[config.mk]
export PLATFORM = sky130hd
export DESIGN_NAME = pc_seq_ctrl_flat
export DESIGN_NICKNAME = d
export VERILOG_FILES = /design/src/rtl/npc_pkg.sv /design/src/rtl/pc_seq_ctrl_if.sv /design/src/rtl/pc_seq_ctrl_next_sel.sv /design/src/rtl/pc_seq_ctrl.sv /design/src/flat_wrapper.sv
export SDC_FILE = /design/constraint.sdc
export NUM_CORES = 1
export LEC_CHECK = 0
export BUFFER_PORTS_ARGS = -buffer_cell sky130_fd_sc_hd__buf_2
export CAP_MARGIN = 20
export CORE_MARGIN = 4
export CORE_UTILIZATION = 30
export CTS_CLUSTER_DIAMETER = 120
export CTS_CLUSTER_SIZE = 40
export DETAILED_ROUTE_END_ITERATION = 8
export HOLD_SLACK_MARGIN = 0.02
export PLACE_DENSITY = 0.57
export SYNTH_ARGS = -nofsm -noshare
export SYNTH_HDL_FRONTEND = slang
export SYNTH_HIERARCHICAL = 1
export SYNTH_SLANG_ARGS = --single-unit
[constraint.sdc]
create_clock -name clk -period 2.4 [get_ports clk]
set_input_delay 0.48 -clock clk [delete_from_list [all_inputs] [get_ports clk]]
set_output_delay 0.48 -clock clk [all_outputs]
set_load 0.02 [all_outputs]
[src/rtl/npc_pkg.sv]
// Shared types and constants for the NPC program-counter sequencer.
package npc_pkg;

    localparam int          XLEN_DFLT     = 32;
    localparam logic [31:0] RESET_PC_DFLT = 32'h8000_0000;
    localparam int          ILEN_BYTES    = 4;

    // Per-instruction sequencer phases.
    typedef enum logic [1:0] {
        FETCH  = 2'd0,
        WAIT   = 2'd1,
        EXEC   = 2'd2,
        COMMIT = 2'd3
    } pc_state_e;

    // Source selected for the next PC.
    typedef enum logic [2:0] {
        SEQ  = 3'd0,
        BR   = 3'd1,
        JMP  = 3'd2,
        TRAP = 3'd3,
        MRET = 3'd4
    } redir_e;

    // A target is misaligned when it is not on an instruction boundary.
    function automatic logic is_misaligned(input logic [1:0] lsb);
        return lsb != 2'b00;
    endfunction

endpackage

[src/rtl/pc_seq_ctrl_if.sv]
// Fetch handshake between the PC sequencer (master) and the IFU (slave).
interface pc_seq_ctrl_if #(
    parameter int XLEN = 32
);
    logic            ifu_req_valid;
    logic [XLEN-1:0] ifu_req_addr;
    logic            ifu_req_ready;
    logic            ifu_resp_valid;

    modport master (
        output ifu_req_valid,
        output ifu_req_addr,
        input  ifu_req_ready,
        input  ifu_resp_valid
    );

    modport slave (
        input  ifu_req_valid,
        input  ifu_req_addr,
        output ifu_req_ready,
        output ifu_resp_valid
    );
endinterface

[src/rtl/pc_seq_ctrl_next_sel.sv]
// Next-PC selection: priority mux trap > mret > jump/branch > pc+4,
// plus the target alignment policy.
// Build option PC_MISALIGN_TRAP_EN: a misaligned non-trap redirect target
// diverts to trap_vec and flags misalign; otherwise the target's low two
// bits are cleared.
module pc_next_sel
    import npc_pkg::*;
#(
    parameter int XLEN = XLEN_DFLT
) (
    input  logic [XLEN-1:0] pc,
    input  logic            br_taken,
    input  logic            jump,
    input  logic [XLEN-1:0] jump_target,
    input  logic            trap,
    input  logic [XLEN-1:0] trap_vec,
    input  logic            mret,
    input  logic [XLEN-1:0] mepc,
    output logic [XLEN-1:0] npc,
    output logic            misalign,
    output logic            retire
);

    redir_e          sel;
    logic [XLEN-1:0] seq_pc;
    logic [XLEN-1:0] tgt;

    // Sequential successor; wraps naturally at 2^XLEN.
    assign seq_pc = pc + XLEN'(ILEN_BYTES);

    // Resolve the redirect source by fixed priority.
    always_comb begin
        sel = SEQ;
        if (trap)
            sel = TRAP;
        else if (mret)
            sel = MRET;
        else if (jump)
            sel = JMP;
        else if (br_taken)
            sel = BR;
    end

    // Pick the redirect target for mret vs. jump/branch.
    always_comb begin
        tgt = jump_target;
        if (sel == MRET)
            tgt = mepc;
    end

    // Form the next PC and decide whether the instruction retires.
    always_comb begin
        npc      = seq_pc;
        misalign = 1'b0;
        retire   = 1'b1;
        case (sel)
            TRAP: begin
                npc    = trap_vec;
                retire = 1'b0;
            end
            MRET, JMP, BR: begin
`ifdef PC_MISALIGN_TRAP_EN
                if (is_misaligned(tgt[1:0])) begin
                    npc      = trap_vec;
                    misalign = 1'b1;
                    retire   = 1'b0;
                end else begin
                    npc = tgt;
                end
`else
                npc = tgt & ~XLEN'(3);
`endif
            end
            default: ;
        endcase
    end

endmodule

[src/rtl/pc_seq_ctrl.sv]
// NPC program-counter sequencer: one FETCH/WAIT/EXEC/COMMIT pass per
// instruction, owning pc, the latched next PC and the retired count.
// Build option PC_MISALIGN_TRAP_EN enables the misaligned-target trap
// (see pc_next_sel); without it misalign_exc stays 0.
//
//   state  | meaning
//   -------+-------------------------------------------------------
//   FETCH  | request fetch at pc, wait for IFU to accept
//   WAIT   | wait for the IFU instruction response
//   EXEC   | wait for exu_done, latch next PC from redirect inputs
//   COMMIT | pc <= dnpc, pulse pc_wen, count retired instruction
module pc_seq_ctrl
    import npc_pkg::*;
#(
    parameter int              XLEN     = XLEN_DFLT,
    parameter logic [XLEN-1:0] RESET_PC = XLEN'(RESET_PC_DFLT),
    parameter int              CNT_W    = 64
) (
    input  logic              clk,
    input  logic              rst,
    pc_seq_ctrl_if.master     ifu,
    input  logic              exu_done,
    input  logic              br_taken,
    input  logic              jump,
    input  logic [XLEN-1:0]   jump_target,
    input  logic              trap,
    input  logic [XLEN-1:0]   trap_vec,
    input  logic              mret,
    input  logic [XLEN-1:0]   mepc,
    output logic [XLEN-1:0]   pc,
    output logic [XLEN-1:0]   dnpc,
    output logic              pc_wen,
    output logic [CNT_W-1:0]  instret,
    output logic              misalign_exc
);

    pc_state_e       state;
    pc_state_e       state_nxt;
    logic            req_valid;
    logic            latch_en;
    logic            commit;
    logic [XLEN-1:0] npc;
    logic            npc_misalign;
    logic            npc_retire;
    logic            misalign_q;
    logic            retire_q;

    pc_next_sel #(
        .XLEN (XLEN)
    ) u_next_sel (
        .pc          (pc),
        .br_taken    (br_taken),
        .jump        (jump),
        .jump_target (jump_target),
        .trap        (trap),
        .trap_vec    (trap_vec),
        .mret        (mret),
        .mepc        (mepc),
        .npc         (npc),
        .misalign    (npc_misalign),
        .retire      (npc_retire)
    );

    // State register.
    always_ff @(posedge clk) begin
        if (rst)
            state <= FETCH;
        else
            state <= state_nxt;
    end

    // Next-state and per-state strobes.
    always_comb begin
        state_nxt = state;
        req_valid = 1'b0;
        latch_en  = 1'b0;
        commit    = 1'b0;
        case (state)
            FETCH: begin
                req_valid = 1'b1;
                if (ifu.ifu_req_ready)
                    state_nxt = WAIT;
            end
            WAIT: begin
                if (ifu.ifu_resp_valid)
                    state_nxt = EXEC;
            end
            EXEC: begin
                if (exu_done) begin
                    latch_en  = 1'b1;
                    state_nxt = COMMIT;
                end
            end
            COMMIT: begin
                commit    = 1'b1;
                state_nxt = FETCH;
            end
            default: state_nxt = FETCH;
        endcase
    end

    // Redirect inputs are only meaningful in the exu_done cycle, so the
    // chosen next PC and its side effects are captured there.
    always_ff @(posedge clk) begin
        if (rst) begin
            pc         <= RESET_PC;
            dnpc       <= RESET_PC;
            instret    <= '0;
            misalign_q <= 1'b0;
            retire_q   <= 1'b0;
        end else begin
            if (latch_en) begin
                dnpc       <= npc;
                misalign_q <= npc_misalign;
                retire_q   <= npc_retire;
            end
            if (commit) begin
                pc <= dnpc;
                if (retire_q)
                    instret <= instret + CNT_W'(1);
            end
        end
    end

    // Outputs are held quiet during the reset cycle.
    assign ifu.ifu_req_valid = req_valid & ~rst;
    assign ifu.ifu_req_addr  = pc;
    assign pc_wen            = commit & ~rst;
    assign misalign_exc      = commit & misalign_q & ~rst;

endmodule

[src/flat_wrapper.sv]
// flat-port wrapper written by rule: the top's interface ports become plain ports
module pc_seq_ctrl_flat import npc_pkg::*;
#(
    parameter int              XLEN     = XLEN_DFLT,
    parameter logic [XLEN-1:0] RESET_PC = XLEN'(RESET_PC_DFLT),
    parameter int              CNT_W    = 64
)
  (clk, rst, exu_done, br_taken, jump, jump_target, trap, trap_vec, mret, mepc, pc, dnpc, pc_wen, instret, misalign_exc, ifu_ifu_req_valid, ifu_ifu_req_addr, ifu_ifu_req_ready, ifu_ifu_resp_valid);
  pc_seq_ctrl_if #(.XLEN(XLEN)) ifu_i ();
  input  logic clk;
  input  logic rst;
  input  logic exu_done;
  input  logic br_taken;
  input  logic jump;
  input  logic [XLEN-1:0] jump_target;
  input  logic trap;
  input  logic [XLEN-1:0] trap_vec;
  input  logic mret;
  input  logic [XLEN-1:0] mepc;
  output logic [XLEN-1:0] pc;
  output logic [XLEN-1:0] dnpc;
  output logic pc_wen;
  output logic [CNT_W-1:0] instret;
  output logic misalign_exc;
  output wire logic [$bits(ifu_i.ifu_req_valid)-1:0] ifu_ifu_req_valid;
  output wire logic [$bits(ifu_i.ifu_req_addr)-1:0] ifu_ifu_req_addr;
  input wire logic [$bits(ifu_i.ifu_req_ready)-1:0] ifu_ifu_req_ready;
  input wire logic [$bits(ifu_i.ifu_resp_valid)-1:0] ifu_ifu_resp_valid;
  assign ifu_ifu_req_valid = ifu_i.ifu_req_valid;
  assign ifu_ifu_req_addr = ifu_i.ifu_req_addr;
  assign ifu_i.ifu_req_ready = ifu_ifu_req_ready;
  assign ifu_i.ifu_resp_valid = ifu_ifu_resp_valid;
  pc_seq_ctrl #(.XLEN(XLEN), .RESET_PC(RESET_PC), .CNT_W(CNT_W)) u_core (.clk(clk), .rst(rst), .ifu(ifu_i), .exu_done(exu_done), .br_taken(br_taken), .jump(jump), .jump_target(jump_target), .trap(trap), .trap_vec(trap_vec), .mret(mret), .mepc(mepc), .pc(pc), .dnpc(dnpc), .pc_wen(pc_wen), .instret(instret), .misalign_exc(misalign_exc));
endmodule
==> impl_results.md, run 1 <==
- Outcome: complete, no violations
- Min cycle time layout: 2.25 ns
- Crit path DAT: 1.77 ns
- Fraction of layout cells with a size suffix above 1: 0.318
- Most frequent cells in the layout: buf_2, nand2_1, dfxtp_1
- Place WS: 0.227 ns
- Layout area overhead: 31.9%
- CP Capture Type: output pin
- Top-area cell type share of the netlist area: 0.364
- Reg clk slew, reported paths: 0.07 ns
- Fin. Hold Viols: 0
- Rel. slew slack: 0.595
- Clk_lat worst skew: 0.42 ns
- Post-synth EDFFs: 0
- DP Area: 0.00901 sq mm
- Yosys warnings: 6
- Initial Utilization: 0.307
- Die W: 164 um
- Grt total ovfl: 0
- Least-Margin Pin Slew: 0.605 ns
- Post-CTS Setup Bufs: 0
- Max-Cap Viols: 0
- Cts bufs inserted: 17
- Synthesized area: 0.00726 sq mm
- Rows: 56
- Worst setup path class: reg -> out
- Worst Hold Class: in -> reg
- Initial antenna violation count: 1
- PD cells: 598 mW/mm^2
- Clock Path Buffers: 2
- Largest cells by area after synthesis: dfxtp_1, nand2_1, mux2i_1
- GRT Overall Usage: 0.185
- Worst setup path end: misalign_exc
- Period utilisation layout: 0.936
- RSZ-0062 raised after global routing: no
- Mean Syn Cell Area: 7.90 sq um
- Reg2reg end: u_core/dnpc[21]
- Routed wire per std cell: 16.7 um
- First-pass GRT wire length: 38700 um
- Sequential-to-total area share from yosys stat: 0.364
- Setup ws final: 0.152 ns
- Commonest non-fill, non-tap cell in the layout: buf_2
- Total die area: 0.0267 sq mm
- LEAKAGE: 4.11 nW
- Layout Nets: 1295
- Fmax: 445 MHz
- Vias in the first global route: 7180
- Drt drc: 0
- Max-slew violation count: 0
- Largest vdd supply drop: 0.336 mV
- Top FF cell, synth: dfxtp_1
- Design Area, Final: 0.00957 sq mm
- RD Place Congestion: 0.888
- First-iteration detailed-routing DRC count: 417
- Critical Path RT: 1.92 ns
- Die Ht: 164 um
- Wirelength, routed: 25300 um
- Largest net degree at the start of global routing: 47
- Core area: 0.0236 sq mm
- Synth cell types: 58
- FF-to-FF Start: u_core/ifu.ifu_req_addr[3]
- Post-synth top area cell: dfxtp_1
- Crit path max fanout: 18
- Final setup violation count: 0
- Seq cells post-synth: 132
- # IOs: 268
- CTS H-Tree Depth: 4
- TritonRoute pass-1 iters: 6
- R2R cell count: 8
- Post-synth ARST share: 0
- Detailed Place HPWL: 19600 um
- Via count: 7560
- R2r setup slk: 0.20 ns
- Setup TNS: 0 ns
- Number of antenna diodes: 0
- Clock root cell: clkbuf_16
- CTS tree: done
- CP Launch Point: u_core/state[0]
- Via density: 4.99
- Cts hold-fix bufs: 0
- Clk_skew: 0.0138 ns
- CP Launch Type: flop
- Routed Antenna Nets: 0
- Hold path startpoint: rst
- PortBufs: 263
- Mapped Cells: 919
- Clock Sinks: 132
- Net count after synthesis: 1030
==> logic make-up after synthesis <==
logic type,Yosys count,synth area share
mux,45,0.0623
flops,132,0.364
buf+inv,95,0.0667
simple gates,424,0.296
fa+ha+maj,6,0.0103
xor+xnor,60,0.0724
other cells,1,0.000517
compound gates,156,0.127
==> critical path, cell delays in order, from the launching register on <==
cell	delay [ns]
dfxtp_1	0.39
ha_2	0.26
buf_6	0.25
nor2b_1	0.18
and2_1	0.13
buf_2	0.15
==> worst min path at each step <==
stage	cells after the start	slack, ns	to
floorplan	2	0.43	u_core/misalign_q
global placement	2	0.45	u_core/misalign_q
detailed placement	2	0.46	u_core/dnpc[13]
CTS	2	0.34	u_core/instret[44]
global route	2	0.36	u_core/instret[62]
finish	2	0.36	u_core/instret[44]
==> synth_stat cells, types with 3 or more instances <==
library cell and n:
inv_1 19, o22ai_1 3, nor2_1 106, a21oi_1 72, and2_1 8, a221oi_1 4, and3_1 8, buf_1 9
mux2i_1 44, nand2_1 138, nor4_1 8, ha_1 6, o21a_1 3, nand3_2 3, or4_1 10, o21ai_1 3
nor4_2 3, a22oi_1 5, nand3_1 34, or3_1 18, o221ai_1 5, nor4_4 4, xor2_1 42, nand4_2 4
xnor2_1 18, nand4_1 39, o21ai_0 35, nor2b_1 9, nor3_1 21, buf_2 3, clkbuf_1 30, dfxtp_1 132
o31ai_1 11, buf_4 33
==> power breakdown <==
group | internal, mW | switching, mW
logic | 0.344 | 0.552
registers | 2.27 | 0.0743
clock network | 1.36 | 1.12
==> final cells by class <==
type,instances,area [sq um]
timing repair buffer,321,1760
inverter,20,75.1
tap,319,399
clock inverter,15,134
fill,2466,14000
multi-input combinational,692,4140
sequential,132,2640
clock buffer,17,425
==> flip-flops by register name (all words and copies together), names as in the netlist <==
name	flops
u_core/dnpc	32
u_core/ifu.ifu_req_addr	32
u_core/instret	64
u_core/misalign_q	1
u_core/retire_q	1
u_core/state	2
==> routing by layer <==
metal / GRT usage / share of wire
met3: 0.0384 / 0.077
met1: 0.232 / 0.42
met5: 0 / 0.00051
met4: 0.0541 / 0.016
met2: 0.319 / 0.48
==> repair_timing <==
item | CTS | global route
gates resized for setup | 0 | 1
endpoints found under the setup margin | 0 | 1
endpoints found under the hold margin | 0 | 0
==> per-stage QoR <==
step	std cells	power [mW]	utilization	hold WS, ns
floorplan	919	2.93	-	0.432
global placement	1484	3.29	0.381	0.452
detailed placement	1484	3.31	0.381	0.462
CTS	1516	5.82	0.405	0.341
global route	1516	6.01	0.405	0.364
finish	1516	5.73	0.405	0.358
Note: power is estimated with default switching activity, not from simulation.
==> inputs of run 2 (changes only) <==
--- a/config.mk
+++ b/config.mk
@@ -7,6 +7,7 @@
 export LEC_CHECK = 0
 export BUFFER_PORTS_ARGS = -buffer_cell sky130_fd_sc_hd__buf_2
 export CAP_MARGIN = 20
+export CORE_ASPECT_RATIO = 1.2
 export CORE_MARGIN = 4
 export CORE_UTILIZATION = 30
 export CTS_CLUSTER_DIAMETER = 120
==> run 2 against run 1 <==
Cell area rose by 0.14%. Worst setup slack better by 0.038 ns. Die area about the same. Largest power group unchanged. Highest routed layer unchanged.
==> impl_results.md, run 2 (same netlist as run 1, synthesis figures left out) <==
- Outcome: complete, no violations (unchanged)
- Max-Cap Viols: 0 (unchanged)
- Crit path DAT: 2.55 ns (was 1.77 ns)
- Rel. slew slack: 0.553 (was 0.595)
- Rows: 62 (was 56)
- WP buf/inv: 0 (was 2)
- Least-Margin Pin Slew: 0.671 ns (was 0.605 ns)
- Setup ws final: 0.191 ns (was 0.152 ns)
- Detailed Place HPWL: 19100 um (was 19600 um)
- PD cells: 614 mW/mm^2 (was 598 mW/mm^2)
- Commonest non-fill, non-tap cell in the layout: buf_2 (unchanged)
- CP Launch Type: flop (unchanged)
- Worst setup path class: reg -> reg (was reg -> out)
- Setup TNS: 0 ns (unchanged)
- Grt total ovfl: 0 (unchanged)
- CP peak stage delay: 0.53 ns (was 0.39 ns)
- Via density: 4.97 (was 4.99)
- Max reg flops: 64 (unchanged)
- Final setup violation count: 0 (unchanged)
- Switch Pwr: 1.66 mW (was 1.75 mW)
- CP top delay family: simple AND/OR/NAND/NOR gates (was buffers and inverters)
- Initial Utilization: 0.304 (was 0.307)
- Cts hold-fix bufs: 0 (unchanged)
- Initial antenna violation count: 1 (unchanged)
- LEAKAGE: 4.12 nW (was 4.11 nW)
- Number of antenna diodes: 0 (unchanged)
- # IOs: 268 (unchanged)
- Top reg by flops: u_core/instret (unchanged)
- Period utilisation layout: 0.920 (was 0.936)
- Clk_lat worst skew: 0.42 ns (about the same)
- Clk_skew: 0.0150 ns (was 0.0138 ns)
- FILL cells: 2478 (was 2466)
- Sw frac: 0.282 (was 0.305)
- Total die area: 0.0267 sq mm (about the same)
- Wirelength, routed: 25700 um (was 25300 um)
- First-iteration detailed-routing DRC count: 303 (was 417)
- RSZ-0062 raised after global routing: no (unchanged)
- Reg clk slew, reported paths: 0.06 ns (was 0.07 ns)
- CP Capture Type: flop (was output pin)
- Fmax: 453 MHz (was 445 MHz)
- Place WS: 0.172 ns (was 0.227 ns)
- Vias in the first global route: 7122 (was 7180)
- Clock Sinks: 132 (unchanged)
- RD Place Congestion: 0.866 (was 0.888)
- Max-slew violation count: 0 (unchanged)
- GRT Overall Usage: 0.187 (was 0.185)
- Critical Path RT: 2.74 ns (was 1.92 ns)
- Layout area overhead: 32.1% (was 31.9%)
- CP max-delay cell: or4_1 (was dfxtp_1)
- Cts bufs inserted: 17 (unchanged)
- Gate power share: 0.150 (was 0.157)
- Power share of the sequential group: 0.398 (was 0.410)
- Layout Nets: 1293 (was 1295)
- Routed wire per std cell: 17.0 um (was 16.7 um)
- Most frequent cells in the layout: buf_2, nand2_1, dfxtp_1 (unchanged)
- Post-CTS Setup Bufs: 0 (unchanged)
- Clock power frac: 0.452 (was 0.434)
- Die Ht: 178 um (was 164 um)
- Largest net degree at the start of global routing: 52 (was 47)
- Via count: 7524 (was 7560)
- Clock root cell: clkbuf_16 (unchanged)
- Die W: 150 um (was 164 um)
- Core area: 0.0239 sq mm (was 0.0236 sq mm)
- Largest vdd supply drop: 0.415 mV (was 0.336 mV)
- First-pass GRT wire length: 39200 um (was 38700 um)
- Tot Pwr: 5.89 mW (was 5.73 mW)
- Clock Path Buffers: 2 (unchanged)
- Worst Hold Class: in -> reg (unchanged)
- Fraction of layout cells with a size suffix above 1: 0.317 (was 0.318)
- Crit path cell chain: ha_2, nand4_1, nor3_1, nand4_2, or4_1, a21oi_1 (was ha_2, buf_6, nor2b_1, and2_1, buf_2)
- PortBufs: 263 (unchanged)
- Crit path max fanout: 7 (was 18)
- CTS H-Tree Depth: 4 (unchanged)
- Min cycle time layout: 2.21 ns (was 2.25 ns)
- Routed Antenna Nets: 0 (unchanged)
- CTS tree: done (unchanged)
- Fin. Hold Viols: 0 (unchanged)
- TritonRoute pass-1 iters: 4 (was 6)
- Internal power: 4.23 mW (was 3.98 mW)
- Drt drc: 0 (unchanged)
[run 2: what timing repair did]
action / 4_1_cts / 5_1_grt
setup endpoints to repair: 0 / 1
endpoints found under the hold margin: 0 / 0
resized for setup: 0 / 1
[run 2: worst paths after layout]
kind                                 startpoint            endpoint  slack, ns  depth (start not counted)
worst max-delay path            u_core/state[0]  u_core/instret[60]       0.19                          6
worst min-delay path                trap_vec[4]      u_core/dnpc[4]       0.42                          5
worst max register to register  u_core/state[0]  u_core/instret[60]       0.19                          6
worst min register to register   u_core/dnpc[6]      u_core/dnpc[6]       0.47                          2
[run 2: layout make-up]
class	count	area, sq um	area share
repair buffers	319	1740	0.181
inverters	20	75.1	0.00783
clock inverters	13	163	0.0170
flip-flops and latches	132	2640	0.276
multi-input cells	692	4140	0.432
clock buffers	17	425	0.0444
well taps	320	400	0.0418
[run 2: through the flow]
stage | hold slack (ns) | area [sq um] | cells | utilization
5_1_grt | 0.424 | 9580 | 1513 | 0.401
3_5_place_dp | 0.463 | 8990 | 1483 | 0.376
4_1_cts | 0.386 | 9580 | 1513 | 0.401
3_3_place_gp | 0.453 | 8990 | 1483 | 0.376
6_report | 0.415 | 9580 | 1513 | 0.401
2_1_floorplan | 0.432 | 7260 | 919 | -
[run 2: power by group through the flow]
stage	Sequential [mW]	Clock [mW]	Combinational [mW]
6_report	2.34	2.66	0.881
5_1_grt	2.36	2.81	0.966
4_1_cts	2.34	2.73	0.890
3_5_place_dp	2.39	0	0.888
3_3_place_gp	2.39	0	0.884
2_1_floorplan	2.45	0	0.479
[run 2: worst register-to-register path: cells and delay by family (launching register included)]
| family | cells | cell delay, ns |
|---|---|---|
| compound gates | 1 | 0.15 |
| fa+ha+maj | 1 | 0.25 |
| flops | 1 | 0.39 |
| simple gates | 4 | 1.35 |
[run 2: routing by layer]
layer	routed length, um	vias to the layer above	GRT usage
met4	573	2	0.0645
met1	10500	3472	0.227
met3	2040	35	0.0404
met2	12600	287	0.327
li1	-	3728	-
met5	9	-	0
